==> src/rtl/memory_arbiter.sv <==
// Shares one external memory port between instruction fetch and the data write buffer.
// Data requests have priority, but instruction fetch is granted after MAX_DATA_GRANTS
// consecutive data grants so it cannot starve. Every output is registered.
module memory_arbiter #(
  parameter int unsigned MAX_DATA_GRANTS = 4
) (
  input  logic        clk,
  input  logic        rst,
  input  logic        imem_valid,
  input  logic [31:0] imem_addr,
  output logic        imem_ready,
  output logic [31:0] imem_rdata,
  input  logic        dmem_valid,
  input  logic        dmem_fence,
  input  logic [31:0] dmem_addr,
  input  logic [31:0] dmem_wdata,
  input  logic [3:0]  dmem_wstrb,
  output logic        dmem_ready,
  output logic [31:0] dmem_rdata,
  output logic        mem_valid,
  output logic        mem_instr,
  output logic [31:0] mem_addr,
  output logic [31:0] mem_wdata,
  output logic [3:0]  mem_wstrb,
  input  logic        mem_ready,
  input  logic [31:0] mem_rdata
);

  localparam logic [3:0] MaxGrants = 4'(MAX_DATA_GRANTS);

  typedef enum logic [1:0] {StIdle, StBusyI, StBusyD} state_e;

  state_e      state_q;
  logic        i_pend_q;
  logic [31:0] i_addr_q;
  logic        d_pend_q;
  logic        d_fence_q;
  logic [31:0] d_addr_q;
  logic [31:0] d_wdata_q;
  logic [3:0]  d_wstrb_q;
  logic [3:0]  starve_cnt_q;

  logic grant_i;
  logic grant_d;
  logic complete;

  // Arbitration decision in IDLE; completion ignores mem_ready in the issue cycle.
  always_comb begin
    grant_i  = 1'b0;
    grant_d  = 1'b0;
    complete = 1'b0;
    if (state_q == StIdle) begin
      if (i_pend_q && (!d_pend_q || starve_cnt_q == MaxGrants)) begin
        grant_i = 1'b1;
      end else if (d_pend_q) begin
        grant_d = 1'b1;
      end
    end else begin
      complete = mem_ready && !mem_valid;
    end
  end

  // Request capture, grant FSM and all registered outputs.
  always_ff @(posedge clk) begin
    if (rst) begin
      state_q      <= StIdle;
      i_pend_q     <= 1'b0;
      i_addr_q     <= '0;
      d_pend_q     <= 1'b0;
      d_fence_q    <= 1'b0;
      d_addr_q     <= '0;
      d_wdata_q    <= '0;
      d_wstrb_q    <= '0;
      starve_cnt_q <= '0;
      imem_ready   <= 1'b0;
      imem_rdata   <= '0;
      dmem_ready   <= 1'b0;
      dmem_rdata   <= '0;
      mem_valid    <= 1'b0;
      mem_instr    <= 1'b0;
      mem_addr     <= '0;
      mem_wdata    <= '0;
      mem_wstrb    <= '0;
    end else begin
      imem_ready <= 1'b0;
      dmem_ready <= 1'b0;
      mem_valid  <= 1'b0;

      // A valid while the same requester is still pending is dropped.
      if (imem_valid && !i_pend_q) begin
        i_pend_q <= 1'b1;
        i_addr_q <= imem_addr;
      end
      if (dmem_valid && !d_pend_q) begin
        d_pend_q  <= 1'b1;
        d_fence_q <= dmem_fence;
        d_addr_q  <= dmem_addr;
        d_wdata_q <= dmem_wdata;
        d_wstrb_q <= dmem_wstrb;
      end

      unique case (state_q)
        StIdle: begin
          if (grant_i) begin
            i_pend_q     <= 1'b0;
            starve_cnt_q <= '0;
            state_q      <= StBusyI;
            mem_valid    <= 1'b1;
            mem_instr    <= 1'b1;
            mem_addr     <= i_addr_q;
            mem_wdata    <= '0;
            mem_wstrb    <= '0;
          end else if (grant_d) begin
            d_pend_q <= 1'b0;
            if (!i_pend_q) begin
              starve_cnt_q <= '0;
            end else if (starve_cnt_q != MaxGrants) begin
              starve_cnt_q <= starve_cnt_q + 4'd1;
            end
            if (d_fence_q) begin
              // Fence completes locally without touching memory.
              dmem_ready <= 1'b1;
              dmem_rdata <= '0;
            end else begin
              state_q   <= StBusyD;
              mem_valid <= 1'b1;
              mem_instr <= 1'b0;
              mem_addr  <= d_addr_q;
              mem_wdata <= d_wdata_q;
              mem_wstrb <= d_wstrb_q;
            end
          end
        end
        StBusyI: begin
          if (complete) begin
            imem_ready <= 1'b1;
            imem_rdata <= mem_rdata;
            state_q    <= StIdle;
          end
        end
        StBusyD: begin
          if (complete) begin
            dmem_ready <= 1'b1;
            dmem_rdata <= mem_rdata;
            state_q    <= StIdle;
          end
        end
        default: state_q <= StIdle;
      endcase
    end
  end

endmodule

==> config.mk <==
export PLATFORM = sky130hd
export DESIGN_NAME = memory_arbiter
export DESIGN_NICKNAME = d
export VERILOG_FILES = /design/src/rtl/memory_arbiter.sv
export SDC_FILE = /design/constraint.sdc
export NUM_CORES = 1
export LEC_CHECK = 0
export CAP_MARGIN = 40
export CORE_MARGIN = 2
export CORE_UTILIZATION = 35
export DETAILED_ROUTE_END_ITERATION = 10
export GPL_TIMING_DRIVEN = 0
export PLACE_DENSITY = 0.75
export SLEW_MARGIN = 25
export SYNTH_ARGS = -nofsm -noshare
export SYNTH_HDL_FRONTEND = slang
export SYNTH_SLANG_ARGS = --single-unit
==> constraint.sdc <==
create_clock -name clk -period 1.88 [get_ports clk]
set_clock_uncertainty 0.2 [all_clocks]
set_input_delay 0.564 -clock clk [delete_from_list [all_inputs] [get_ports clk]]
set_output_delay 0.564 -clock clk [all_outputs]
set_load 0.1 [all_outputs]
# Yosys cells after proc, flatten, opt, wreduce, memory -nomap -nowiden
# Index checks and enable logic that the tools add are counted.
[word_totals]
regBits = 245
latch_bits = 0
ram_bits = 0
rom_bits = 0
output_inout_bits = 136
elab_cells = 100
mem_count = 0
[classes]
n_addsub = 1
n_mul = 0
div_mod_pow = 0
n_lt_le_gt_ge = 0
n_eq_ne = 13
shift = 0
muxes = 47
bitwise = 2
n_reduce_logical = 19
[op_table]
columns = ["op", "n"]
rows = [
  ["two-way mux 32 bit", 10],
  ["one-hot mux 32 bit (2 select lines)", 1],
  ["two-way mux 4 bit", 7],
  ["two-way mux 1 bit", 23],
  ["AND reduction 3 bit", 3],
  ["two-way mux 2 bit", 4],
  ["inequality test 2 bit (second input constant)", 4],
  ["inequality test 3 bit (second input constant)", 2],
  ["OR reduction 2 bit", 3],
  ["AND reduction 5 bit", 1],
  ["adder 4 x 1 -> 4 bit (second input constant)", 1],
  ["== test 4 x 3 -> 1 bit (second input constant)", 1],
  ["logical AND 1 bit", 4],
  ["inequality test 2 x 1 -> 1 bit (second input constant)", 2],
  ["inequality test 4 x 3 -> 1 bit (second input constant)", 1],
  ["one-hot mux 2 bit (2 select lines)", 1],
  ["nonzero test 2 bit", 2],
  ["logical NOT 1 bit", 3],
  ["inequality test 3 x 1 -> 1 bit (second input constant)", 1],
  ["== test 2 x 1 -> 1 bit (second input constant)", 1],
  ["== test 2 bit (second input constant)", 1],
  ["logical NOT 2 bit", 1],
  ["NOT 1 bit", 2],
  ["one-hot mux 1 bit (2 select lines)", 1],
  ["2 further kinds", 2],
]

# Logic depth before layout (Yosys ltp)
# Gate-level depths: netlist of the first run.
[depth]
depth_word = 8
ltp_mapped = 8
ltp_nobuf = 6

# Worst setup path after synthesis of the first run
# OpenSTA, ideal clock, no wires.
[synth_path]
path_kind = "reg2reg"
start = "register mem_valid"
end = "register dmem_rdata[10]"
setup_time_ns = 0.118
t_arrival_ns = 1.800
path_slack_ns = -0.237
stages_incl_launch_ff = 6
n_path_buf = 2
synth_period_minus_slack_ns = 2.117
cell_sequence = "dfxtp_1 -> nor3b_2 -> and3_1 -> buf_1 -> buf_2 -> a22o_1"
[synth_via]
elab_chain_len = 5
[synth_lines]
columns = ["element", "line", "rtl"]
rows = [
  ["from (decl)", "20", "output logic mem_valid,"],
  ["from (signal assigned)", "79", "mem_valid <= 1'b0;"],
  ["from (signal assigned)", "87", "mem_valid <= 1'b0;"],
  ["from (signal assigned)", "108", "mem_valid <= 1'b1;"],
  ["logical NOT 1 bit", "59", "complete = mem_ready && !mem_valid;"],
  ["logical AND 1 bit", "59", ""],
  ["two-way mux 1 bit", "52", "if (state_q == StIdle) begin"],
  ["inequality test 2 bit (no line)", "-", ""],
  ["AND reduction 5 bit (no line)", "-", ""],
  ["to (signal assigned)", "144", "dmem_rdata <= mem_rdata;"],
  ["to (decl)", "19", "output logic [31:0] dmem_rdata,"],
]
# No other way between the ends.
# A chain may end at the register's enable or synchronous reset.

# Final worst setup path of the first run
[layout_path]
start = "register state_q[0]"
end = "register imem_rdata[8]"
[layout_via]
elab_chain_len = 3
elab_cells_between_ends = 4
classes_between = "eq/ne: 1; mux: 1; reduce/logical: 2"
[layout_lines]
columns = ["element", "line", "rtl"]
rows = [
  ["from (decl)", "33", "state_e state_q;"],
  ["from (signal assigned)", "66", "state_q <= StIdle;"],
  ["from (signal assigned)", "107", "state_q <= StBusyI;"],
  ["from (signal assigned)", "125", "state_q <= StBusyD;"],
  ["logical NOT 2 bit", "52", ""],
  ["two-way mux 1 bit", "52", ""],
  ["AND reduction 2 bit (no line) *", "-", ""],
  ["to (signal assigned)", "137", "imem_rdata <= mem_rdata;"],
  ["to (decl)", "12", "output logic [31:0] imem_rdata,"],
]
# Mark *: on every way between the ends. The rest lies on a longest branch, timed or not.

==> summary.txt, run 1 <==
Cells and area
  • Area Growth Syn to Fin: 95.8%
  • Design Area, Final: 17100 um2
  • Final std cells w/o fill: 1774
  • Multi-input gate area: 3810 um2
  • Post-layout net count: 1573
  • Number of antenna diodes: 0
  • Core Util, Final: 70.0%
  • Commonest non-fill, non-tap cell in the layout: nand2_1
  • Most frequent cells in the layout: nand2_1, clkdlybuf4s50_1, dfxtp_2
  • Sequential Area: 5110 um2
  • Filler instances: 1573
  • Share of cells above drive strength 1: 44.2%

Routing
  • Vias per inst: 5.23
  • Initial DRC Count: 551
  • Routed Antenna Nets: 0
  • WL/cell: 20.8 um
  • DR pass1 iterations: 5
  • DRC viols: 0
  • Vias: 9276
  • WL final: 36.9 mm

Critical path
  • Crit-path leading delay family: simple AND/OR/NAND/NOR gates
  • CP required: 2.13 ns
  • Critical-path cell list: inv_4 -> ha_4 -> buf_6 -> nor3b_4 -> buf_6 -> and2_4 -> buf_8 -> nand2_1 -> a21oi_2
  • CP peak stage delay: 0.37 ns
  • Critical Path Fanout Max: 10
  • Worst Setup End Kind: flop
  • Slowest cell on crit path: dfxtp_4
  • Critical path's most frequent cell: buf_6
  • Critical path data arrival time: 2.26 ns
  • Worst path bufs/invs: 4
  • FF-to-FF setup slack: -0.13 ns
  • CP Launch Type: flop
  • Worst Setup Path Type: flop to flop

Timing
  • Minimum clock period: 2.01 ns
  • RSZ-0062 raised after global routing: true
  • Slew Viols, Final: 0
  • FMAX: 497 MHz
  • Final Worst Setup Slack: -0.131 ns
  • Setup TNS Final: -9.58 ns
  • Setup violations, final: 184
  • Crit share post-route: 107%
  • Slew HR: 49.0%
  • Hold Slack: 0.257 ns
  • Final Hold Viols: 0
  • Worst Max-Slew Pin Slew: 0.764 ns

Power
  • Int Power: 10.8 mW
  • Psw: 5.01 mW
  • VDD IR max: 0.732 mV
  • Combinational power share: 29.6%
  • Sw Ratio: 31.6%
  • Overall power: 15.8 mW
  • Reg power frac: 36.8%
  • PD cells: 928 nW/um2
  • Leak: 7.07 nW
  • Clock network power share: 33.6%

Floorplan
  • Die Y-Extent: 162 um
  • Core Region: 24400 um2
  • Die width: 162 um
  • # IOs: 274
  • Initial core utilization: 35.7%
  • Rows: 57
  • DIE AREA: 26200 um2

Synthesis
  • EDFF count, synth: 0
  • Distinct cell type count after synthesis: 40
  • Mean Syn Cell Area: 9.13 um2
  • Number of synthesized register bits: 245
  • Post-Syn Area: 8720 um2
  • Syn Nets: 1098
  • Synth async-reset ratio: 0%
  • Syn. warnings: 0
  • Ys flop type: dfxtp_1
  • Synth Instances: 955
  • Sequential share of the synthesized area: 56.2%

CTS
  • Clock tree buffer depth: 3
  • Worst-Skew Late Latency: 0.53 ns
  • Clock Sinks: 245
  • Worst-path clk slew: 0.06 ns
  • Post-CTS Hold Buffers: 0
  • CTS buffer count: 26
  • TritonCTS clock tree: yes
  • CTS root buf: clkbuf_16
  • H-tree depth: 1

GRT
  • Vias in the first global route: 10000
  • Global-route wire length before repair: 55.9 mm
  • Gr usage total: 27.0%
  • Initial antenna violation count: 0
  • Gr ovfl total: 0
  • Largest net degree at the start of global routing: 14

Run status
  • Status: finished, violations left
  • Failing checks: setup timing

Placement
  • Detailed placement HPWL: 22.9 mm
  • Final GP Congestion: 0.816
  • Pre-CTS WS: -0.912 ns
  • Post-place instance area: 14400 um2
  • Cell count after placement: 1687
  • Number of port buffers: 272

Flow run
  • Maxcap violations: 0

Worst hold path
  • Hold WC Path Type: flop to flop
==> state kept, by name (all words and copies together) (netlist names), 2 cells and up <==
signal and cells:
d_addr_q 32, d_wdata_q 32, d_wstrb_q 4, dmem_rdata 32, i_addr_q 32, imem_rdata 32, mem_addr 32, mem_wdata 32
mem_wstrb 4, starve_cnt_q 4, state_q 2
==> logic make-up after synthesis <==
| logic type | synth area share (%) |
|---|---|
| mux | 3.90 |
| compound gates | 19.0 |
| simple gates | 15.5 |
| flops | 56.2 |
| buf+inv | 4.71 |
| fa+ha+maj | 0.717 |
==> Yosys cell counts (2+ instances only) <==
cell	instances	share of area [%]
o211a_1	2	0.23
inv_1	6	0.26
nand2b_1	3	0.22
mux2i_1	34	3.9
nor2b_1	4	0.29
buf_4	7	0.60
o21ai_0	4	0.23
a21oi_1	137	7.9
ha_1	5	0.72
buf_2	15	0.86
a22o_1	68	6.8
nor2_1	37	1.6
nand3_1	2	0.11
a211oi_1	33	2.8
buf_6	7	0.90
clkbuf_1	39	1.7
and2_1	3	0.22
buf_1	8	0.34
nand2_1	276	12
dfxtp_1	245	56
==> worst reg2reg max path: stages, from the launching register on <==
cell and delay (ns):
dfxtp_4 0.37, inv_4 0.04, ha_4 0.17, buf_6 0.12
nor3b_4 0.21, buf_6 0.16, and2_4 0.24, buf_8 0.16
nand2_1 0.09, a21oi_2 0.16
==> layer usage <==
layer  GRT usage, %  routed length [um]  share of wire (%)
met5              0                   0                  0
met4           9.61                1420                3.8
met3           5.36                2400                6.5
met2           51.0               19400                 53
met1           29.9               13700                 37
==> power by group through the flow <==
stage | clock network (mW) | registers [mW] | logic (mW)
detailed placement | 0 | 5.82 | 3.86
global placement | 0 | 5.81 | 3.14
CTS | 5.36 | 5.80 | 4.59
global route | 5.60 | 5.86 | 4.87
floorplan | 0 | 6.97 | 0.995
finish | 5.32 | 5.83 | 4.68
==> worst paths after layout <==
| kind | endpoint | startpoint | depth (start not counted) |
|---|---|---|---|
| max reg2reg | imem_rdata[8] | state_q[0] | 9 |
| min | i_addr_q[19] | i_addr_q[19] | 2 |
| min reg2reg | i_addr_q[19] | i_addr_q[19] | 2 |
| max | imem_rdata[8] | state_q[0] | 9 |
==> area by class of cell <==
type / instances / share of cell area, %
flip-flops and latches: 245 / 30.0
plain buffers: 66 / 3.03
multi-input cells: 627 / 22.3
well taps: 324 / 2.37
repair buffers: 458 / 37.0
clock buffers: 36 / 4.39
inverters: 6 / 0.147
clock inverters: 12 / 0.806
==> timing repair <==
| action | in CTS | in global routing |
|---|---|---|
| setup buffers | 69 | 38 |
| gates cloned | 7 | 4 |
| resized for setup | 1028 | 138 |
| pin swaps | 56 | 56 |
| endpoints found under the setup margin | 328 | 351 |
| hold endpoints to repair | 0 | 0 |
Note: power is estimated with default switching activity, not from simulation.
==> inputs of run 2 (changes only) <==
- clock period: 1.88 -> 1.8 ns (I/O delays scaled with it)
==> run 2 against run 1 <==
- wire length rose by 6.7%
- the flow still finishes with violations (setup timing)
- maximum frequency rose by 0.42%
- first-iteration DRC count rose by 5.4%
- largest cell class unchanged
- clock-buffer cell count rose by 1
- register-to-register slack got worse by 0.07 ns
- core utilization rose by 1.3 points
- worst hold slack got worse by 0.0017 ns
- cell area rose by 1.8%
- highest routed layer unchanged
- combinational power rose by 4.7%
- non-clock buffer count rose by 12
==> summary.txt, run 2 (synthesized netlist as in run 1, its figures left out) <==
Placement
  • Cell count after placement: 1687 (unchanged)
  • Final GP Congestion: 0.848 (+4.0%)
  • Number of port buffers: 272 (unchanged)
  • Detailed placement HPWL: 23.5 mm (+2.3%)
  • Post-place instance area: 14400 um2 (+0.23%)

CTS
  • Worst-path clk slew: 0.07 ns (about the same)
  • Clock tree buffer depth: 3 (unchanged)
  • Post-CTS Hold Buffers: 0 (unchanged)
  • H-tree depth: 1 (unchanged)
  • Worst-Skew Late Latency: 0.53 ns (about the same)
  • CTS root buf: clkbuf_16
  • TritonCTS clock tree: yes
  • Clock Sinks: 245 (unchanged)
  • CTS buffer count: 26 (unchanged)

Run status
  • Failing checks: setup timing
  • Status: finished, violations left

Floorplan
  • Die Y-Extent: 162 um (unchanged)
  • Core Region: 24400 um2 (unchanged)
  • Initial core utilization: 35.7% (unchanged)
  • Die width: 162 um (unchanged)
  • Rows: 57 (unchanged)
  • # IOs: 274 (unchanged)
  • DIE AREA: 26200 um2 (unchanged)

GRT
  • Vias in the first global route: 10100 (+0.60%)
  • Global-route wire length before repair: 55.5 mm (-0.64%)
  • Initial antenna violation count: 2 (+2)
  • Gr ovfl total: 0 (unchanged)
  • Largest net degree at the start of global routing: 15 (+1)
  • Gr usage total: 27.0% (-0.031 points)

Critical path
  • FF-to-FF setup slack: -0.20 ns (-0.07 ns)
  • Worst setup path end: dmem_rdata[20]
  • Worst Setup End Kind: flop
  • Critical Path Fanout Max: 8 (-2)
  • R2R Path Start: state_q[0]
  • Worst Setup Path Type: flop to flop
  • Worst R2R Path Depth: 8 (-1)
  • CP Launch Type: flop
  • Crit. Startpoint: state_q[0]
  • Critical path data arrival time: 2.20 ns (-0.06 ns)
  • CP required: 2.00 ns (-0.13 ns)
  • Worst r2r dst: dmem_rdata[20]

Routing
  • Routed Antenna Nets: 0 (unchanged)
  • DRC viols: 0 (unchanged)
  • WL/cell: 22.0 um (+5.9%)
  • Vias per inst: 5.29 (+1.2%)
  • Initial DRC Count: 581 (+5.4%)
  • Vias: 9455 (+1.9%)
  • WL final: 39.4 mm (+6.7%)
  • DR pass1 iterations: 5 (unchanged)

Timing
  • Crit share post-route: 111% (+4.3 points)
  • Final Worst Setup Slack: -0.202 ns (-0.0716 ns)
  • Setup violations, final: 249 (+35%)
  • Hold Slack: 0.256 ns (-0.00168 ns)
  • Setup TNS Final: -19.21 ns (-9.63 ns)
  • FMAX: 499 MHz (+0.42%)
  • Slew HR: 52.6% (+3.6 points)
  • Slew Viols, Final: 0 (unchanged)
  • Minimum clock period: 2.00 ns (-0.00840 ns)
  • RSZ-0062 raised after global routing: true
  • Worst Max-Slew Pin Slew: 0.710 ns (-0.0540 ns)
  • Final Hold Viols: 0 (unchanged)

Flow run
  • Maxcap violations: 0 (unchanged)

Power
  • Overall power: 16.6 mW (+5.0%)
  • Sw Ratio: 31.7% (+0.042 points)
  • Clock network power share: 34.1% (+0.5 points)
  • Reg power frac: 36.4% (-0.4 points)
  • Combinational power share: 29.5% (about the same)
  • VDD IR max: 0.898 mV (+23%)
  • Int Power: 11.4 mW (+5.0%)
  • Psw: 5.27 mW (+5.2%)
  • Leak: 7.25 nW (+2.6%)
  • PD cells: 957 nW/um2 (+3.1%)

Cells and area
  • Share of cells above drive strength 1: 45.7% (+1.5 points)
  • Filler instances: 1553 (-1.3%)
  • Post-layout net count: 1585 (+0.76%)
  • Most frequent cells in the layout: nand2_1, clkdlybuf4s50_1, a21oi_1
  • Multi-input gate area: 3860 um2 (+1.4%)
  • Area Growth Syn to Fin: 99.4%
  • Design Area, Final: 17400 um2 (+1.8%)
  • Commonest non-fill, non-tap cell in the layout: nand2_1
  • Final std cells w/o fill: 1787 (+0.73%)
  • Sequential Area: 5220 um2 (+2.0%)

Worst hold path
  • Hold WC Path Type: flop to flop
  • Worst Hold Depth: 2 (unchanged)
-- run 2: cell types whose count changed in the layout (fill, tap and decap cells not counted), sizes merged --
cell,change
clkbuf,+7
diode,+2
inv,+1
clkinv,-3
buf,+6
-- run 2: worst min path at each step --
| stage | start | end | slack [ns] |
|---|---|---|---|
| floorplan | d_addr_q[0] | d_addr_q[0] | 0.24 |
| global placement | i_addr_q[29] | i_addr_q[29] | 0.24 |
| detailed placement | imem_rdata[30] | imem_rdata[30] | 0.25 |
| CTS | i_addr_q[7] | i_addr_q[7] | 0.26 |
| global route | i_addr_q[21] | i_addr_q[21] | 0.27 |
| finish | d_addr_q[28] | d_addr_q[28] | 0.26 |
-- run 2: layout make-up --
type / instances / area share (%)
Antenna cell: 2 / 0.0288
Sequential cell: 245 / 30.0
Clock buffer: 37 / 4.45
Clock inverter: 10 / 0.756
Multi-Input combinational cell: 627 / 22.2
Buffer: 73 / 3.56
Inverter: 6 / 0.130
Timing Repair Buffer: 463 / 36.5
Tap cell: 324 / 2.33
-- run 2: per-stage QoR --
stage	setup WS, ns	util, %
after detailed placement	-0.942	59.2
after CTS	-0.125	69.9
after global routing	-0.249	71.3
after floorplan	-0.00946	-
after global placement	-0.905	48.7
final	-0.202	71.3
-- run 2: worst max-delay path, stage by stage, from the launching register on --
cell      delay, ns
dfxtp_2        0.35
inv_2          0.06
ha_4           0.19
nor3b_4        0.28
buf_6          0.15
a211oi_4       0.05
buf_6          0.17
buf_8          0.14
a22o_1         0.27
-- run 2: routing by layer --
layer | part of all wire (%) | GRT usage (%)
met1 | 36 | 29.1
met5 | 0 | 0
met4 | 4.9 | 12.6
met3 | 7.2 | 5.95
met2 | 52 | 50.0
-- run 2: power groups by stage --
stage	clock network (mW)	registers (mW)	logic, mW
floorplan	0	7.29	1.06
global placement	0	6.07	3.30
detailed placement	0	6.08	4.08
CTS	5.70	6.05	4.70
global route	5.97	6.09	5.09
finish	5.67	6.06	4.90
-- run 2: repair_timing --
action	4_1_cts	5_1_grt
pin swaps	31	68
endpoints found under the setup margin	335	365
buffers inserted	72	42
gates cloned	2	11
endpoints found under the hold margin	0	0
gates resized for setup	1016	212
==> inputs of run 3 (changes only) <==
- SETUP_SLACK_MARGIN: default -> 0.4
==> run 3 against run 2 <==
- the run still ends with setup timing left
- largest cell class unchanged
- first-iteration DRC count is 24% higher
- worst hold slack better by 0.0021 ns
- register-to-register slack worse by 0.33 ns
==> summary.txt, run 3 (synthesized netlist as in run 1, its figures left out) <==
Floorplan
  • Die Y-Extent: 162 um (unchanged)
  • DIE AREA: 26200 um2 (unchanged)
  • Core Region: 24400 um2 (unchanged)
  • Rows: 57 (unchanged)
  • # IOs: 274 (unchanged)
  • Die width: 162 um (unchanged)
  • Initial core utilization: 35.7% (unchanged)

Cells and area
  • Commonest non-fill, non-tap cell in the layout: nand2_1
  • Core Util, Final: 79.9% (+8.7 points)
  • Design Area, Final: 19500 um2 (+12%)
  • Multi-input gate area: 4570 um2 (+18%)
  • Area Growth Syn to Fin: 124%
  • Most frequent cells in the layout: nand2_1, buf_6, clkdlybuf4s50_1
  • Filler instances: 1260 (-19%)
  • Share of cells above drive strength 1: 58.1% (+12 points)
  • Sequential Area: 5100 um2 (-2.1%)
  • Post-layout net count: 1676 (+5.7%)

Routing
  • WL final: 47.1 mm (+19%)
  • Routed Antenna Nets: 0 (unchanged)
  • Vias per inst: 5.51 (+4.2%)
  • WL/cell: 25.0 um (+13%)
  • Vias: 10400 (+9.7%)
  • DR pass1 iterations: 5 (unchanged)
  • DRC viols: 0 (unchanged)
  • Initial DRC Count: 722 (+24%)

Critical path
  • R2R Path Start: state_q[0]
  • Critical path's most frequent cell: buf_12
  • Slowest cell on crit path: a21oi_2
  • Critical path data arrival time: 2.52 ns (+0.32 ns)
  • CP required: 1.99 ns (about the same)
  • Critical Path Fanout Max: 7 (-1)
  • Worst path bufs/invs: 4 (unchanged)
  • Worst Setup End Kind: flop
  • CP Launch Type: flop
  • Crit-path leading delay family: simple AND/OR/NAND/NOR gates
  • Worst R2R Path Depth: 9 (+1)
  • Critical-path cell list: inv_2 -> ha_4 -> nor3b_4 -> and2_4 -> buf_12 -> buf_12 -> buf_16 -> nand2_1 -> a21oi_2
  • FF-to-FF setup slack: -0.53 ns (-0.33 ns)
  • Worst r2r dst: imem_rdata[3]
  • Worst Setup Path Type: flop to flop
  • CP peak stage delay: 0.41 ns (+0.06 ns)

Timing
  • Minimum clock period: 2.33 ns (+0.326 ns)
  • Slew HR: 34.3% (-18 points)
  • RSZ-0062 raised after global routing: true
  • Setup violations, final: 271 (+8.8%)
  • FMAX: 430 MHz (-14%)
  • Final Hold Viols: 0 (unchanged)
  • Slew Viols, Final: 0 (unchanged)
  • Crit share post-route: 129% (+18 points)
  • Final Worst Setup Slack: -0.528 ns (-0.326 ns)
  • Worst Max-Slew Pin Slew: 0.986 ns (+0.275 ns)

Power
  • Leak: 8.30 nW (+14%)
  • PD cells: 909 nW/um2 (-5.0%)
  • Reg power frac: 34.3% (-2.1 points)
  • Sw Ratio: 32.6% (+0.95 points)
  • Clock network power share: 32.3% (-1.8 points)
  • Psw: 5.78 mW (+9.8%)
  • Int Power: 11.9 mW (+5.1%)
  • VDD IR max: 0.701 mV (-22%)
  • Combinational power share: 33.4% (+3.9 points)

Run status
  • Status: finished, violations left
  • Failing checks: setup timing

Worst hold path
  • Hold worst-path end: i_addr_q[10]
  • Hold Crit Start: i_addr_q[10]
  • Worst Hold Depth: 2 (unchanged)
  • Hold WC Path Type: flop to flop

CTS
  • Clock Sinks: 245 (unchanged)
  • CTS buffer count: 26 (unchanged)
  • Worst-Skew Late Latency: 0.54 ns (about the same)
  • H-tree depth: 1 (unchanged)
  • Clock tree buffer depth: 3 (unchanged)
  • TritonCTS clock tree: yes
  • CTS root buf: clkbuf_16
  • Worst-path clk slew: 0.07 ns (about the same)
  • Post-CTS Hold Buffers: 0 (unchanged)

GRT
  • Gr ovfl total: 0 (unchanged)
  • Initial antenna violation count: 7 (+5)
  • Vias in the first global route: 10700 (+6.3%)
  • Largest net degree at the start of global routing: 14 (-1)
  • Global-route wire length before repair: 61.2 mm (+10%)
  • Gr usage total: 29.9% (+2.9 points)

Placement
  • Detailed placement HPWL: 23.5 mm (+0.23%)
  • Post-place instance area: 14600 um2 (+1.4%)
  • Number of port buffers: 272 (unchanged)
  • Final GP Congestion: 0.803 (-5.3%)

Flow run
  • Maxcap violations: 0 (unchanged)
## run 3: cell types whose count changed in the layout (fill, tap and decap cells not counted), sizes merged
cell           change
clkinvlp           +1
clkinv             +3
dlygate4sd2        +2
inv                -2
clkbuf             -5
clkdlybuf4s50      -2
diode              +3
buf               +94
## run 3: layout make-up
| cell class | count | area share, % |
|---|---|---|
| Tap cell | 324 | 2.08 |
| Clock buffer | 35 | 3.88 |
| Antenna cell | 5 | 0.0642 |
| Buffer | 77 | 5.00 |
| Inverter | 6 | 0.135 |
| Clock inverter | 12 | 0.706 |
| Timing Repair Buffer | 550 | 38.5 |
| Sequential cell | 245 | 26.2 |
| Multi-Input combinational cell | 627 | 23.5 |
## run 3: stage by stage
| step | hold WS, ns | setup TNS (ns) | total power [mW] | setup WS [ns] | instances |
|---|---|---|---|---|---|
| 3_5_place_dp | 0.246 | -114.42 | 10.2 | -0.801 | 1687 |
| 2_1_floorplan | 0.236 | -0.154 | 8.40 | -0.00515 | 955 |
| 6_report | 0.258 | -32.03 | 17.7 | -0.528 | 1881 |
| 3_3_place_gp | 0.240 | -158.34 | 9.41 | -0.696 | 1551 |
| 5_1_grt | 0.272 | -41.36 | 18.2 | -0.646 | 1877 |
| 4_1_cts | 0.225 | -16.83 | 16.7 | -0.113 | 1822 |
## run 3: power groups by stage
stage          clock [mW]  sequential (mW)  combinational, mW
3_5_place_dp            0             6.09               4.10
5_1_grt              5.95             6.10               6.11
4_1_cts              5.63             6.04               5.04
2_1_floorplan           0             7.29               1.10
3_3_place_gp            0             6.08               3.33
6_report             5.73             6.08               5.92
## run 3: worst reg2reg max path: stages (launching register included)
cell and delay, ns:
dfxtp_2 0.35, inv_2 0.06, ha_4 0.19, nor3b_4 0.30, and2_4 0.21, buf_12 0.14, buf_12 0.11, buf_16 0.13
nand2_1 0.09, a21oi_2 0.41
## run 3: per-layer routing
layer / share of wire [%] / vias to the layer above / routed length, um / track usage (%)
met3: 8.7 / 267 / 4110 / 7.07
met4: 7.4 / 6 / 3500 / 17.5
met1: 33 / 4992 / 15700 / 31.1
li1: - / 4423 / - / -
met2: 50 / 683 / 23700 / 54.6
met5: 0.087 / - / 41 / 0
## run 3: worst max path at each step
stage,start,to,slack [ns],depth (start not counted)
2_1_floorplan,state_q[0],mem_wdata[10],-0.005,8
3_3_place_gp,mem_ready,imem_rdata[21],-0.70,7
3_5_place_dp,mem_ready,imem_rdata[25],-0.80,7
4_1_cts,imem_rdata[20],imem_rdata[20],-0.11,2
5_1_grt,state_q[0],imem_rdata[3],-0.65,9
6_report,state_q[0],imem_rdata[3],-0.53,9
## run 3: repair_timing
item / 4_1_cts / 5_1_grt
cloned: 14 / 9
buffers inserted: 76 / 45
pin swaps: 84 / 108
resized for setup: 1135 / 249
endpoints found under the setup margin: 380 / 379
